### src/rtl/dram_arbiter_if.sv
// ============================================================================
//  Module      : dram_arbiter_if
//  Description : Bus bundle for dram_arbiter. Groups the CPU MEM-stage request,
//                the debug/loader request, the DRAM port and the owner flag.
//                slave  : seen from the arbiter (requests in, responses out)
//                master : seen from the surrounding system / testbench
//  Signals     : cpu_req_i/we_i/adr_i[16]/wd_i[32]/sel_i[2] -> cpu_rdata_o[32],
//                cpu_stall_o, cpu_err_o
//                dbg_req_i/we_i/adr_i[16]/wd_i[32]/sel_i[2] -> dbg_ack_o,
//                dbg_rdata_o[32], dbg_err_o
//                mem_we_o, mem_adr_o[16], mem_wd_o[32], mem_sel_o[2] <- mem_rdata_i[32]
//                owner_o (0 = CPU owns the DRAM port, 1 = debug owns it)
//  Revision    : 1.0 - initial release
// ============================================================================
`default_nettype none

interface dram_arbiter_if;
    // CPU MEM-stage request
    logic        cpu_req_i;
    logic        cpu_we_i;
    logic [15:0] cpu_adr_i;
    logic [31:0] cpu_wd_i;
    logic [1:0]  cpu_sel_i;
    logic [31:0] cpu_rdata_o;
    logic        cpu_stall_o;
    logic        cpu_err_o;

    // Debug / loader request
    logic        dbg_req_i;
    logic        dbg_we_i;
    logic [15:0] dbg_adr_i;
    logic [31:0] dbg_wd_i;
    logic [1:0]  dbg_sel_i;
    logic        dbg_ack_o;
    logic [31:0] dbg_rdata_o;
    logic        dbg_err_o;

    // DRAM port
    logic        mem_we_o;
    logic [15:0] mem_adr_o;
    logic [31:0] mem_wd_o;
    logic [1:0]  mem_sel_o;
    logic [31:0] mem_rdata_i;

    logic        owner_o;

    modport slave (
        input  cpu_req_i, cpu_we_i, cpu_adr_i, cpu_wd_i, cpu_sel_i,
        output cpu_rdata_o, cpu_stall_o, cpu_err_o,
        input  dbg_req_i, dbg_we_i, dbg_adr_i, dbg_wd_i, dbg_sel_i,
        output dbg_ack_o, dbg_rdata_o, dbg_err_o,
        output mem_we_o, mem_adr_o, mem_wd_o, mem_sel_o,
        input  mem_rdata_i,
        output owner_o
    );

    modport master (
        output cpu_req_i, cpu_we_i, cpu_adr_i, cpu_wd_i, cpu_sel_i,
        input  cpu_rdata_o, cpu_stall_o, cpu_err_o,
        output dbg_req_i, dbg_we_i, dbg_adr_i, dbg_wd_i, dbg_sel_i,
        input  dbg_ack_o, dbg_rdata_o, dbg_err_o,
        input  mem_we_o, mem_adr_o, mem_wd_o, mem_sel_o,
        output mem_rdata_i,
        input  owner_o
    );
endinterface

`default_nettype wire

### src/rtl/dram_arbiter.sv
// ============================================================================
//  Module      : dram_arbiter
//  Description : Two-port arbiter sharing one DRAM port between the pipeline
//                MEM stage (zero added latency) and a debug/loader port.
//                Checks address range and alignment, blocks illegal stores,
//                and bounds debug starvation with a saturating wait counter.
//  Ports       : clk_i    - clock
//                reset_i  - asynchronous active-high reset
//                bus      - dram_arbiter_if.slave (CPU, debug, DRAM, owner)
//  Parameters  : BASE_ADDR    - lowest legal data address
//                DBG_WAIT_MAX - contended cycles before debug preempts (1..15)
//  Revision    : 1.0 - initial release
// ============================================================================
`default_nettype none

module dram_arbiter #(
    parameter logic [15:0] BASE_ADDR    = 16'h4000,
    parameter int unsigned DBG_WAIT_MAX = 4
) (
    input  wire                   clk_i,
    input  wire                   reset_i,
    dram_arbiter_if.slave         bus
);

    localparam logic [3:0] C_WAIT_MAX = DBG_WAIT_MAX[3:0];

    typedef enum logic [0:0] {
        S_CPU = 1'b0,
        S_DBG = 1'b1
    } state_t;

    state_t      state_q,     state_d;
    logic [3:0]  wait_cnt_q,  wait_cnt_d;
    logic        dbg_ack_q,   dbg_ack_d;
    logic [31:0] dbg_rdata_q, dbg_rdata_d;
    logic        dbg_err_q,   dbg_err_d;

    logic        w_cpu_legal;
    logic        w_dbg_legal;

    // Range plus natural alignment for the requested size; sel 10 never legal.
    function automatic logic is_legal(input logic [15:0] adr, input logic [1:0] sel);
        logic ok_align;
        case (sel)
            2'b00:   ok_align = 1'b1;
            2'b01:   ok_align = (adr[0] == 1'b0);
            2'b11:   ok_align = (adr[1:0] == 2'b00);
            default: ok_align = 1'b0;
        endcase
        return ok_align && (adr >= BASE_ADDR);
    endfunction

    assign w_cpu_legal = is_legal(bus.cpu_adr_i, bus.cpu_sel_i);
    assign w_dbg_legal = is_legal(bus.dbg_adr_i, bus.dbg_sel_i);

    always_comb begin
        state_d         = state_q;
        wait_cnt_d      = wait_cnt_q;
        dbg_ack_d       = 1'b0;
        dbg_rdata_d     = dbg_rdata_q;
        dbg_err_d       = dbg_err_q;

        bus.mem_we_o    = 1'b0;
        bus.mem_adr_o   = bus.cpu_adr_i;
        bus.mem_wd_o    = bus.cpu_wd_i;
        bus.mem_sel_o   = bus.cpu_sel_i;
        bus.cpu_rdata_o = 32'h0;
        bus.cpu_stall_o = 1'b0;
        bus.cpu_err_o   = 1'b0;

        case (state_q)
            S_CPU: begin
                bus.mem_we_o    = bus.cpu_req_i & bus.cpu_we_i & w_cpu_legal;
                bus.cpu_rdata_o = w_cpu_legal ? bus.mem_rdata_i : 32'h0;
                bus.cpu_err_o   = bus.cpu_req_i & ~w_cpu_legal;

                // Count only contended cycles; hold at the limit until preemption.
                if (bus.dbg_req_i && bus.cpu_req_i && (wait_cnt_q != C_WAIT_MAX)) begin
                    wait_cnt_d = wait_cnt_q + 4'd1;
                end

                // The CPU is still served in the cycle that triggers preemption;
                // the stall lands in the following S_DBG cycle.
                if (bus.dbg_req_i && (!bus.cpu_req_i || (wait_cnt_q == C_WAIT_MAX))) begin
                    state_d    = S_DBG;
                    wait_cnt_d = 4'd0;
                end
            end

            S_DBG: begin
                bus.mem_adr_o   = bus.dbg_adr_i;
                bus.mem_wd_o    = bus.dbg_wd_i;
                bus.mem_sel_o   = bus.dbg_sel_i;
                bus.mem_we_o    = bus.dbg_req_i & bus.dbg_we_i & w_dbg_legal;
                bus.cpu_stall_o = bus.cpu_req_i;

                // Single-cycle debug tenure: always hand the port back.
                state_d     = S_CPU;
                dbg_ack_d   = 1'b1;
                dbg_err_d   = ~w_dbg_legal;
                dbg_rdata_d = (w_dbg_legal && !bus.dbg_we_i) ? bus.mem_rdata_i : 32'h0;
            end

            default: begin
                state_d = S_CPU;
            end
        endcase
    end

    always_ff @(posedge clk_i or posedge reset_i) begin
        if (reset_i) begin
            state_q     <= S_CPU;
            wait_cnt_q  <= 4'd0;
            dbg_ack_q   <= 1'b0;
            dbg_rdata_q <= 32'h0;
            dbg_err_q   <= 1'b0;
        end else begin
            state_q     <= state_d;
            wait_cnt_q  <= wait_cnt_d;
            dbg_ack_q   <= dbg_ack_d;
            dbg_rdata_q <= dbg_rdata_d;
            dbg_err_q   <= dbg_err_d;
        end
    end

    assign bus.dbg_ack_o   = dbg_ack_q;
    assign bus.dbg_rdata_o = dbg_rdata_q;
    assign bus.dbg_err_o   = dbg_err_q;
    assign bus.owner_o     = (state_q == S_DBG);

endmodule

`default_nettype wire

### src/flat_wrapper.sv
// flat-port wrapper written by rule: the top's interface ports become plain ports
module dram_arbiter_flat 
#(
    parameter logic [15:0] BASE_ADDR    = 16'h4000,
    parameter int unsigned DBG_WAIT_MAX = 4
)
  (clk_i, reset_i, bus_cpu_req_i, bus_cpu_we_i, bus_cpu_adr_i, bus_cpu_wd_i, bus_cpu_sel_i, bus_cpu_rdata_o, bus_cpu_stall_o, bus_cpu_err_o, bus_dbg_req_i, bus_dbg_we_i, bus_dbg_adr_i, bus_dbg_wd_i, bus_dbg_sel_i, bus_dbg_ack_o, bus_dbg_rdata_o, bus_dbg_err_o, bus_mem_we_o, bus_mem_adr_o, bus_mem_wd_o, bus_mem_sel_o, bus_mem_rdata_i, bus_owner_o);
  dram_arbiter_if bus_i ();
  input  wire clk_i;
  input  wire reset_i;
  input wire logic [$bits(bus_i.cpu_req_i)-1:0] bus_cpu_req_i;
  input wire logic [$bits(bus_i.cpu_we_i)-1:0] bus_cpu_we_i;
  input wire logic [$bits(bus_i.cpu_adr_i)-1:0] bus_cpu_adr_i;
  input wire logic [$bits(bus_i.cpu_wd_i)-1:0] bus_cpu_wd_i;
  input wire logic [$bits(bus_i.cpu_sel_i)-1:0] bus_cpu_sel_i;
  output wire logic [$bits(bus_i.cpu_rdata_o)-1:0] bus_cpu_rdata_o;
  output wire logic [$bits(bus_i.cpu_stall_o)-1:0] bus_cpu_stall_o;
  output wire logic [$bits(bus_i.cpu_err_o)-1:0] bus_cpu_err_o;
  input wire logic [$bits(bus_i.dbg_req_i)-1:0] bus_dbg_req_i;
  input wire logic [$bits(bus_i.dbg_we_i)-1:0] bus_dbg_we_i;
  input wire logic [$bits(bus_i.dbg_adr_i)-1:0] bus_dbg_adr_i;
  input wire logic [$bits(bus_i.dbg_wd_i)-1:0] bus_dbg_wd_i;
  input wire logic [$bits(bus_i.dbg_sel_i)-1:0] bus_dbg_sel_i;
  output wire logic [$bits(bus_i.dbg_ack_o)-1:0] bus_dbg_ack_o;
  output wire logic [$bits(bus_i.dbg_rdata_o)-1:0] bus_dbg_rdata_o;
  output wire logic [$bits(bus_i.dbg_err_o)-1:0] bus_dbg_err_o;
  output wire logic [$bits(bus_i.mem_we_o)-1:0] bus_mem_we_o;
  output wire logic [$bits(bus_i.mem_adr_o)-1:0] bus_mem_adr_o;
  output wire logic [$bits(bus_i.mem_wd_o)-1:0] bus_mem_wd_o;
  output wire logic [$bits(bus_i.mem_sel_o)-1:0] bus_mem_sel_o;
  input wire logic [$bits(bus_i.mem_rdata_i)-1:0] bus_mem_rdata_i;
  output wire logic [$bits(bus_i.owner_o)-1:0] bus_owner_o;
  assign bus_i.cpu_req_i = bus_cpu_req_i;
  assign bus_i.cpu_we_i = bus_cpu_we_i;
  assign bus_i.cpu_adr_i = bus_cpu_adr_i;
  assign bus_i.cpu_wd_i = bus_cpu_wd_i;
  assign bus_i.cpu_sel_i = bus_cpu_sel_i;
  assign bus_cpu_rdata_o = bus_i.cpu_rdata_o;
  assign bus_cpu_stall_o = bus_i.cpu_stall_o;
  assign bus_cpu_err_o = bus_i.cpu_err_o;
  assign bus_i.dbg_req_i = bus_dbg_req_i;
  assign bus_i.dbg_we_i = bus_dbg_we_i;
  assign bus_i.dbg_adr_i = bus_dbg_adr_i;
  assign bus_i.dbg_wd_i = bus_dbg_wd_i;
  assign bus_i.dbg_sel_i = bus_dbg_sel_i;
  assign bus_dbg_ack_o = bus_i.dbg_ack_o;
  assign bus_dbg_rdata_o = bus_i.dbg_rdata_o;
  assign bus_dbg_err_o = bus_i.dbg_err_o;
  assign bus_mem_we_o = bus_i.mem_we_o;
  assign bus_mem_adr_o = bus_i.mem_adr_o;
  assign bus_mem_wd_o = bus_i.mem_wd_o;
  assign bus_mem_sel_o = bus_i.mem_sel_o;
  assign bus_i.mem_rdata_i = bus_mem_rdata_i;
  assign bus_owner_o = bus_i.owner_o;
  dram_arbiter #(.BASE_ADDR(BASE_ADDR), .DBG_WAIT_MAX(DBG_WAIT_MAX)) u_core (.clk_i(clk_i), .reset_i(reset_i), .bus(bus_i));
endmodule
### config.mk
export PLATFORM = sky130hd
export DESIGN_NAME = dram_arbiter_flat
export DESIGN_NICKNAME = d
export VERILOG_FILES = /design/src/rtl/dram_arbiter_if.sv /design/src/rtl/dram_arbiter.sv /design/src/flat_wrapper.sv
export SDC_FILE = /design/constraint.sdc
export NUM_CORES = 1
export LEC_CHECK = 0
export CORE_AREA = 2 2 99 101
export CTS_CLUSTER_DIAMETER = 30
export DETAILED_ROUTE_END_ITERATION = 16
export DIE_AREA = 0 0 101 103
export GPL_TIMING_DRIVEN = 0
export HOLD_SLACK_MARGIN = 0.02
export PLACE_DENSITY = 0.77
export SYNTH_ARGS = -nofsm -noshare
export SYNTH_HDL_FRONTEND = slang
export SYNTH_SLANG_ARGS = --single-unit
### constraint.sdc
create_clock -name clk_i -period 1.5 [get_ports clk_i]
set_clock_uncertainty 0.15 [all_clocks]
set_input_delay 0.15 -clock clk_i [delete_from_list [all_inputs] [get_ports clk_i]]
set_output_delay 0.15 -clock clk_i [all_outputs]
set_load 0.005 [all_outputs]
==> impl_metrics.tcl, run 1 <==
set metrics [dict create \
    status "complete, but fails checks" \
    postCtsHoldBufs 0 \
    grt_pass1_vias 3381 \
    hold_class "in2async" \
    synth_seq_cells 39 \
    finish.utilization_pct 67.9 \
    cp.buffers_inverters 5 \
    path_cells "clkbuf_16 -> buf_12 -> buf_8 -> buf_6 -> mux2_4 -> buf_6" \
    rsz0062_at_grt "true" \
    finalWorstSetupSlack_ns -0.539 \
    critPathTopFamily "buffers and inverters" \
    drt_iter0_drc 78 \
    grt_pass1_wl_um 18900 \
    ys_types 25 \
    crit_type "reg2out" \
    fin_crit_ns 2.04 \
    die_h_um 103 \
    p_switching_mw 1.09 \
    violations "negative setup slack" \
    grt.overflow.total 0 \
    cts.clk_slew.worst_paths_ns 0.09 \
    crit_required_ns 1.20 \
    core-area_um2 9460 \
    mappedNetlistNets 352 \
    cts_max_path_buffers 2 \
    fin_nets 673 \
    yosysSeqAreaShare_pct 41.2 \
    cts_root_buffer "clkbuf_8" \
    numPortBuffers 257 \
    p_clk_share_pct 19.3 \
    cellLeakagePower_nw 3.36 \
    routabilityCongestion 0.850 \
    syn_area_per_cell_um2 11.2 \
    dp.cells 583 \
    ys_warn_count 0 \
    swShare_pct 28.3 \
    cts_buffers 5 \
    seqPwrFrac_pct 31.4 \
    p_int_mw 2.74 \
    routedWlPerCell_um 21.0 \
    fmax_mhz 490 \
    antenna_found_initial 0 \
    hpwlAfterDp_um 8950 \
    critPathSlowestCell "dfrtp_2" \
    p_comb_share_pct 49.3 \
    vias 3104 \
    max-cap-violations 0 \
    fillers 641 \
    place_worst_setup_slack_ns -1.57 \
    tightestPinTransition_ns 0.817 \
    final_cell_mix "clkdlybuf4s50_1 (138), buf_6 (116), mux2_4 (40)" \
    max_slew_margin_pct 45.5 \
    clock-sinks 39 \
    syn_inst 212 \
    die_x_um 101 \
    cts_tree "yes" \
    drc 0 \
    hold_viol 0 \
    htreeDepth 2 \
    core.rowCount 36 \
    finalPower_mw 3.83 \
    initial_core_util_pct 25.1 \
    antenna_cells 0 \
    slowest_delay_ns 0.47 \
    endpoint_kind "primary output" \
    drive_gt1_share_pct 48.7 \
    final_common_cell "clkdlybuf4s50_1" \
    hold_slack_ns 0.202 \
    path_max_fanout 5 \
    die_area_um2 10400 \
    setup_violations 119 \
    peakVddDrop_mv 0.459 \
    cpMostUsedCell "buf_6" \
    via_per_inst 4.79 \
    synth_top_area_share_pct 41.2 \
    synth_area_leader_cell "dfrtp_1" \
    p_per_area_nw_per_um2 596 \
    routed_wl_um 13600 \
    grt_max_degree 40 \
    grt_use_total_pct 24.1 \
    startpoint_type "flop" \
    synth_area_leaders "dfrtp_1 (41%), mux2_2 (24%), a22o_1 (12%)" \
    insertion_delay_ns 0.29 \
    ant_nets 0 \
    synth_area_um2 2370 \
    slew_violations 0 \
    fin_crit_sh_pct 136 \
    io-pin-count 258 \
    syn_to_final_growth_pct 171 \
    layout.cells.non_filler 648 \
    arrival_ns 1.74 \
    firstDrtPassIters 4 \
]
metal layers:
metal	up-vias	track usage, %	part of all wire, %
li1	1414	-	-
met1	1488	26.9	38
met2	176	44.4	50
met3	26	7.59	9.7
met4	0	6.44	2.4
met5	-	0	0
stage by stage:
stage / cell area (um^2) / TNS, ns
after detailed placement: 5110 / -95.33
after global routing: 6420 / -54.84
after CTS: 6080 / -53.30
after floorplan: 2400 / -4.48
final: 6420 / -48.77
after global placement: 5110 / -112.44
logic make-up after synthesis:
family	synth area share, %
buffers and inverters	3.75
AOI/OAI and AO/OA	16.7
DFF	41.2
muxes	24.2
and+or+nand+nor	13.1
adders and majority gates	1.06
layout make-up:
cell class	count	area [um^2]	area share (%)
flip-flops and latches	39	977	15.2
multi-input cells	152	1590	24.7
clock buffers	5	68.8	1.07
inverters	6	22.5	0.351
well taps	114	143	2.22
plain buffers	13	193	3.00
repair buffers	316	3400	53.0
clock inverters	3	23.8	0.370
synthesized netlist by cell type, drive strengths merged:
master   number
clkbuf        7
nor2b         1
nor3b         1
inv           6
buf           8
nand2b        4
mux2i         1
mux2         50
a211oi        1
o22ai         2
nand3         2
a31oi         2
a32o          1
nand2         6
a21oi         2
ha            2
a21bo         1
dfrtp        39
a2111oi       2
nor2          4
nand4         1
o21ai         2
a22o         32
and2         35
registers in the layout, indices dropped and copies added (netlist names):
signal,cells
u_core.bus.dbg_ack_o,1
u_core.bus.dbg_err_o,1
u_core.bus.owner_o,1
u_core.wait_cnt_q,4
u_core.bus.dbg_rdata_o,32
path summary, 6_finish.rpt:
check	from	endpoint	slack [ns]	cells past startpoint
max	u_core.bus.owner_o$_DFF_PP0_	bus_mem_adr_o[13]	-0.54	6
max reg2reg	u_core.bus.owner_o$_DFF_PP0_	u_core.bus.dbg_rdata_o[13]$_DFFE_PP0P_	-0.39	8
min	reset_i	u_core.bus.dbg_rdata_o[11]$_DFFE_PP0P_	0.20	2
min reg2reg	u_core.bus.dbg_rdata_o[1]$_DFFE_PP0P_	u_core.bus.dbg_rdata_o[1]$_DFFE_PP0P_	0.36	1
min in group clk_i	bus_mem_rdata_i[16]	u_core.bus.dbg_rdata_o[16]$_DFFE_PP0P_	0.34	2
max in group asynchronous	reset_i	u_core.bus.owner_o$_DFF_PP0_	0.43	2
repair_timing:
action,CTS,global route
setup endpoints to repair,122,150
resized for setup,534,103
pin swaps,33,10
buffers inserted,44,15
cloned,9,0
power groups by stage:
stage          Sequential (mW)  Combinational [mW]  Clock, mW
2_1_floorplan             1.22               0.425          0
3_3_place_gp              1.22                1.39          0
3_5_place_dp              1.22                1.41          0
4_1_cts                   1.20                1.77      0.773
5_1_grt                   1.21                1.99      0.815
6_report                  1.20                1.89      0.739
(Power assumes the default switching activity.)
==> run 2: changes to the inputs <==
--- a/config.mk
+++ b/config.mk
@@ -15,3 +15,4 @@
 export SYNTH_ARGS = -nofsm -noshare
 export SYNTH_HDL_FRONTEND = slang
 export SYNTH_SLANG_ARGS = --single-unit
+export TNS_END_PERCENT = 5
==> run 2 against run 1 <==
  * The run still ends with negative setup slack left
  * Count of clock-buffer cells in the layout is 1 higher
  * First-iteration DRC count is 2.6% higher
  * Largest cell class unchanged
  * Die area stayed put
  * Worst setup slack better by 0.012 ns
  * Via count is 8.6% lower
  * Utilization is 11 points lower
  * Cell count is 5.6% lower
  * Hold slack worse by 0.011 ns
  * Critical path depth is 1 higher
==> impl_metrics.tcl, run 2 (synthesis gave the netlist of run 1 again) <==
set metrics [dict create \
    status "complete, but fails checks" \
    violations "negative setup slack" \
    routed_wl_um 11700 \
    hold_slack_ns 0.191 \
    seqPwrFrac_pct 33.2 \
    grt_pass1_wl_um 15900 \
    grt.overflow.total 0 \
    fmax_mhz 493 \
    final_cell_mix "clkdlybuf4s50_1 (153), mux2_2 (42), dfrtp_1 (38)" \
    postCtsHoldBufs 0 \
    crit_required_ns 1.20 \
    fin_nets 637 \
    insertion_delay_ns 0.28 \
    routabilityCongestion 0.820 \
    p_per_area_nw_per_um2 665 \
    htreeDepth 2 \
    largest_reg_flops 32 \
    numPortBuffers 257 \
    fin_crit_ns 2.03 \
    tightestPinTransition_ns 0.807 \
    hpwlAfterDp_um 9310 \
    p_comb_share_pct 41.1 \
    io-pin-count 258 \
    path_max_fanout 5 \
    cts_buffers 5 \
    setup-tns-final_ns -44.35 \
    swShare_pct 26.2 \
    initial_core_util_pct 25.1 \
    startpoint "u_core.bus.owner_o$_DFF_PP0_" \
    syn_to_final_growth_pct 129 \
    max-cap-violations 0 \
    die_area_um2 10400 \
    grt_pass1_vias 2886 \
    rsz0062_at_grt "true" \
    cellLeakagePower_nw 2.68 \
    vias 2837 \
    p_switching_uw 943 \
    max_slew_margin_pct 46.1 \
    antenna_found_initial 0 \
    hold_class "in2async" \
    dp.cells 583 \
    layout.cells.non_filler 612 \
    core-area_um2 9460 \
    drive_gt1_share_pct 39.2 \
    grt_use_total_pct 20.1 \
    arrival_ns 1.73 \
    cts.clk_slew.worst_paths_ns 0.08 \
    via_per_inst 4.64 \
    die_h_um 103 \
    p_int_mw 2.66 \
    cts_tree "yes" \
    ant_nets 0 \
    drt_iter0_drc 80 \
    crit_type "reg2out" \
    slew_violations 0 \
    die_x_um 101 \
    cts_root_buffer "clkbuf_8" \
    endpoint_kind "primary output" \
    drc 0 \
    firstDrtPassIters 4 \
    finalWorstSetupSlack_ns -0.527 \
    reg2reg_from "u_core.bus.owner_o$_DFF_PP0_" \
    final_common_cell "clkdlybuf4s50_1" \
    hold_viol 0 \
    routedWlPerCell_um 19.1 \
    clock-sinks 39 \
    fin_crit_sh_pct 135 \
    setup_violations 119 \
    core.rowCount 36 \
    cts_max_path_buffers 2 \
    antenna_cells 0 \
    p_clk_share_pct 25.7 \
    startpoint_type "flop" \
    peakVddDrop_mv 0.368 \
    grt_max_degree 40 \
]
==> run 2: cell types whose count changed in the layout (fill, tap and decap cells not counted), sizes merged, moves of 2 or more <==
| cell | delta |
|---|---|
| clkinvlp | -2 |
| dlymetal6s2s | -14 |
| clkdlybuf4s50 | +15 |
| clkdlybuf4s15 | +2 |
| buf | -72 |
| clkbuf | +34 |
==> run 2: final timing paths <==
check / end / slack [ns] / depth (start not counted)
worst min register to register: u_core.bus.dbg_rdata_o[23]$_DFFE_PP0P_ / 0.35 / 1
worst max register to register: u_core.bus.dbg_rdata_o[21]$_DFFE_PP0P_ / -0.40 / 5
min in group clk_i: u_core.bus.dbg_rdata_o[31]$_DFFE_PP0P_ / 0.32 / 2
max in group asynchronous: u_core.bus.owner_o$_DFF_PP0_ / 0.45 / 2
worst min-delay path: u_core.bus.dbg_rdata_o[9]$_DFFE_PP0P_ / 0.19 / 2
worst max-delay path: bus_cpu_rdata_o[18] / -0.53 / 7
==> run 2: layout make-up <==
| type | count | area (um^2) |
|---|---|---|
| clock inverter | 2 | 38.8 |
| sequential | 39 | 977 |
| fill | 835 | 4040 |
| timing repair buffer | 278 | 2550 |
| clock buffer | 6 | 82.6 |
| buffer | 15 | 203 |
| inverter | 6 | 22.5 |
| multi-input combinational | 152 | 1400 |
| tap | 114 | 143 |
==> run 2: critical path: stages (launching register included) <==
cell and delay, ns:
dfrtp_2 0.45, a2111oi_4 0.29, buf_6 0.18, buf_6 0.12, buf_8 0.10, buf_6 0.08
and2_4 0.13, buf_6 0.09
==> run 2: layer usage <==
layer / vias to the layer above / GRT usage [%] / share of wire [%]
met2: 131 / 35.0 / 52
li1: 1338 / - / -
met3: 16 / 3.25 / 6.0
met5: - / 0 / 0
met4: 0 / 6.65 / 2.1
met1: 1352 / 25.4 / 40
==> run 2: power groups by stage <==
stage	Sequential, mW	Combinational, mW	Clock [mW]
finish	1.19	1.48	0.926
global route	1.20	1.57	1.01
CTS	1.19	1.47	0.953
detailed placement	1.22	1.41	0
global placement	1.21	1.38	0
floorplan	1.22	0.420	0
==> run 2: timing repair <==
item	in CTS	in global routing
setup buffers	17	3
gates resized for setup	350	67
pin swaps	17	3
gates cloned	1	0
setup endpoints to repair	121	135
==> run 2: metrics by stage <==
step	util (%)	worst slack, ns	power (mW)	instance area, um^2
after floorplan	-	-0.0773	1.64	2380
after global placement	53.9	-1.51	2.59	5100
after detailed placement	53.9	-1.59	2.62	5100
after CTS	57.2	-0.553	3.62	5410
after global routing	57.3	-0.591	3.78	5420
final	57.3	-0.527	3.60	5420
==> run 3: changes to the inputs <==
--- a/config.mk
+++ b/config.mk
@@ -12,6 +12,7 @@
 export GPL_TIMING_DRIVEN = 0
 export HOLD_SLACK_MARGIN = 0.02
 export PLACE_DENSITY = 0.77
+export SLEW_MARGIN = 20
 export SYNTH_ARGS = -nofsm -noshare
 export SYNTH_HDL_FRONTEND = slang
 export SYNTH_SLANG_ARGS = --single-unit
==> run 3 against run 2 <==
  * The run still ends with negative setup slack left
  * Clock power shrank 4.6%
  * Hold slack gained 0.13 ns
  * Die area is the same
  * Global-route usage grew 0.37 points
  * Final area grew 0.95%
  * Non-clock buffer count grew 8
  * Worst setup slack lost 0.022 ns
  * Critical endpoint is now bus_mem_wd_o[2]
  * Largest cell class unchanged
  * Largest power group unchanged
==> impl_metrics.tcl, run 3 (synthesis gave the netlist of run 1 again) <==
set metrics [dict create \
    status "complete, but fails checks" \
    violations "negative setup slack" \
    final_common_cell "clkdlybuf4s50_1" \
    p_clk_share_pct 24.8 \
    worstRegToRegCells 5 \
    io-pin-count 258 \
    reg2reg_slack_ns -0.41 \
    max_slew_margin_pct 67.6 \
    cts_tree "yes" \
    path_max_fanout 8 \
    grt_max_degree 30 \
    p_int_mw 2.61 \
    antenna_cells 0 \
    rr_endpoint "u_core.bus.dbg_rdata_o[2]$_DFFE_PP0P_" \
    via_per_inst 4.64 \
    grt.overflow.total 0 \
    die_area_um2 10400 \
    final_area_um2 5470 \
    ant_nets 0 \
    cts_root_buffer "clkbuf_8" \
    hpwlAfterDp_um 9310 \
    grt_pass1_wl_um 16200 \
    fin_crit_ns 2.05 \
    crit_type "reg2out" \
    endpoint_kind "primary output" \
    firstDrtPassIters 4 \
    syn_to_final_growth_pct 131 \
    core.rowCount 36 \
    tightestPinTransition_ns 0.486 \
    routed_wl_um 11900 \
    startpoint_type "flop" \
    final_cell_mix "clkdlybuf4s50_1 (151), mux2_2 (46), dfrtp_1 (38)" \
    largest_reg_flops 32 \
    rsz0062_at_grt "true" \
    grt_use_total_pct 20.4 \
    fin_nets 645 \
    drc 0 \
    clock-sinks 39 \
    routedWlPerCell_um 19.1 \
    cellLeakagePower_nw 2.73 \
    hold_class "in2reg" \
    p_comb_share_pct 41.7 \
    insertion_delay_ns 0.29 \
    hp-start "bus_mem_rdata_i[31]" \
    max-cap-violations 0 \
    grt_pass1_vias 2940 \
    whs_endpoint "u_core.bus.dbg_rdata_o[31]$_DFFE_PP0P_" \
    cts_max_path_buffers 2 \
    finish.utilization_pct 57.8 \
    drt_iter0_drc 81 \
    antenna_found_initial 0 \
    placed_area_um2 5120 \
    fmax_mhz 488 \
    drive_gt1_share_pct 39.1 \
    finalWorstSetupSlack_ns -0.549 \
    p_switching_uw 952 \
    finalPower_mw 3.57 \
    fin_crit_sh_pct 137 \
    peakVddDrop_mv 0.459 \
    die_h_um 103 \
    slew_violations 0 \
    cts_buffers 5 \
    setup_violations 119 \
    min_path_cells 2 \
    routabilityCongestion 0.820 \
    reg2reg_from "u_core.bus.owner_o$_DFF_PP0_" \
    seqPwrFrac_pct 33.5 \
    swShare_pct 26.7 \
    numPortBuffers 257 \
    crit_required_ns 1.20 \
    p_per_area_nw_per_um2 652 \
    cts.clk_slew.worst_paths_ns 0.08 \
    initial_core_util_pct 25.1 \
    die_x_um 101 \
    place_worst_setup_slack_ns -1.55 \
    hold_viol 0 \
    core-area_um2 9460 \
    fillers 837 \
    arrival_ns 1.75 \
    vias 2874 \
    htreeDepth 2 \
]
-- run 3: changes by cell type in the layout (fill, tap and decap cells not counted), sizes merged --
cell and change:
inv -1, clkbuf -8, dlygate4sd3 +1, buf +8, clkdlybuf4s50 -2, dlymetal6s2s +3, clkinv +2, dlygate4sd2 +5
-- run 3: final cells by class --
cell class	count	area, um^2	share of cell area (%)
buffer	15	193	3.52
clock buffer	5	68.8	1.26
clock inverter	3	43.8	0.801
inverter	6	22.5	0.412
multi-input combinational	152	1390	25.3
sequential	39	977	17.9
tap	114	143	2.61
timing repair buffer	286	2640	48.2
-- run 3: power by group through the flow --
stage	logic [mW]	registers, mW	clock network, mW
5_1_grt	1.58	1.21	0.963
2_1_floorplan	0.420	1.22	0
3_5_place_dp	1.41	1.22	0
3_3_place_gp	1.38	1.21	0
4_1_cts	1.49	1.20	0.911
6_report	1.49	1.20	0.883
-- run 3: worst max path at each step --
stage                                             from                               endpoint  slack, ns  cells past startpoint
final                     u_core.bus.owner_o$_DFF_PP0_                        bus_mem_wd_o[2]      -0.55                      5
after global routing      u_core.bus.owner_o$_DFF_PP0_                        bus_mem_wd_o[5]      -0.60                      5
after CTS                 u_core.bus.owner_o$_DFF_PP0_                        bus_mem_wd_o[9]      -0.58                      5
after detailed placement              bus_cpu_sel_i[0]                     bus_cpu_rdata_o[2]      -1.55                      6
after global placement                bus_cpu_sel_i[0]                     bus_cpu_rdata_o[1]      -1.51                      6
after floorplan           u_core.bus.owner_o$_DFF_PP0_  u_core.bus.dbg_rdata_o[0]$_DFFE_PP0P_      -0.08                      4
-- run 3: worst max-delay path, stage by stage (launching register included) --
cell and delay (ns):
dfrtp_2 0.46, clkbuf_16 0.18, buf_8 0.13, buf_6 0.12, mux2_4 0.30, dlygate4sd2_1 0.27
-- run 3: metrics by stage --
step,hold WS (ns),std cells,setup TNS [ns]
after global placement,0.342,583,-122.05
after CTS,0.313,618,-51.87
after floorplan,0.128,212,-5.66
final,0.323,620,-46.05
after global routing,0.332,620,-55.08
after detailed placement,0.269,584,-102.43
-- run 3: per-layer routing --
metal / GRT usage [%] / up-vias / wire [um]
met3: 3.59 / 19 / 798
met5: 0 / - / 0
li1: - / 1359 / -
met4: 7.17 / 0 / 265
met1: 25.6 / 1363 / 4660
met2: 35.5 / 133 / 6140
-- run 3: repair_timing --
| item | CTS | global route |
|---|---|---|
| hold endpoints to repair | 10 | 0 |
| hold buffers | 1 | 0 |
| resized for setup | 333 | 73 |
| setup buffers | 23 | 4 |
| cloned | 2 | 0 |
| pin swaps | 18 | 4 |
| endpoints found under the setup margin | 122 | 136 |
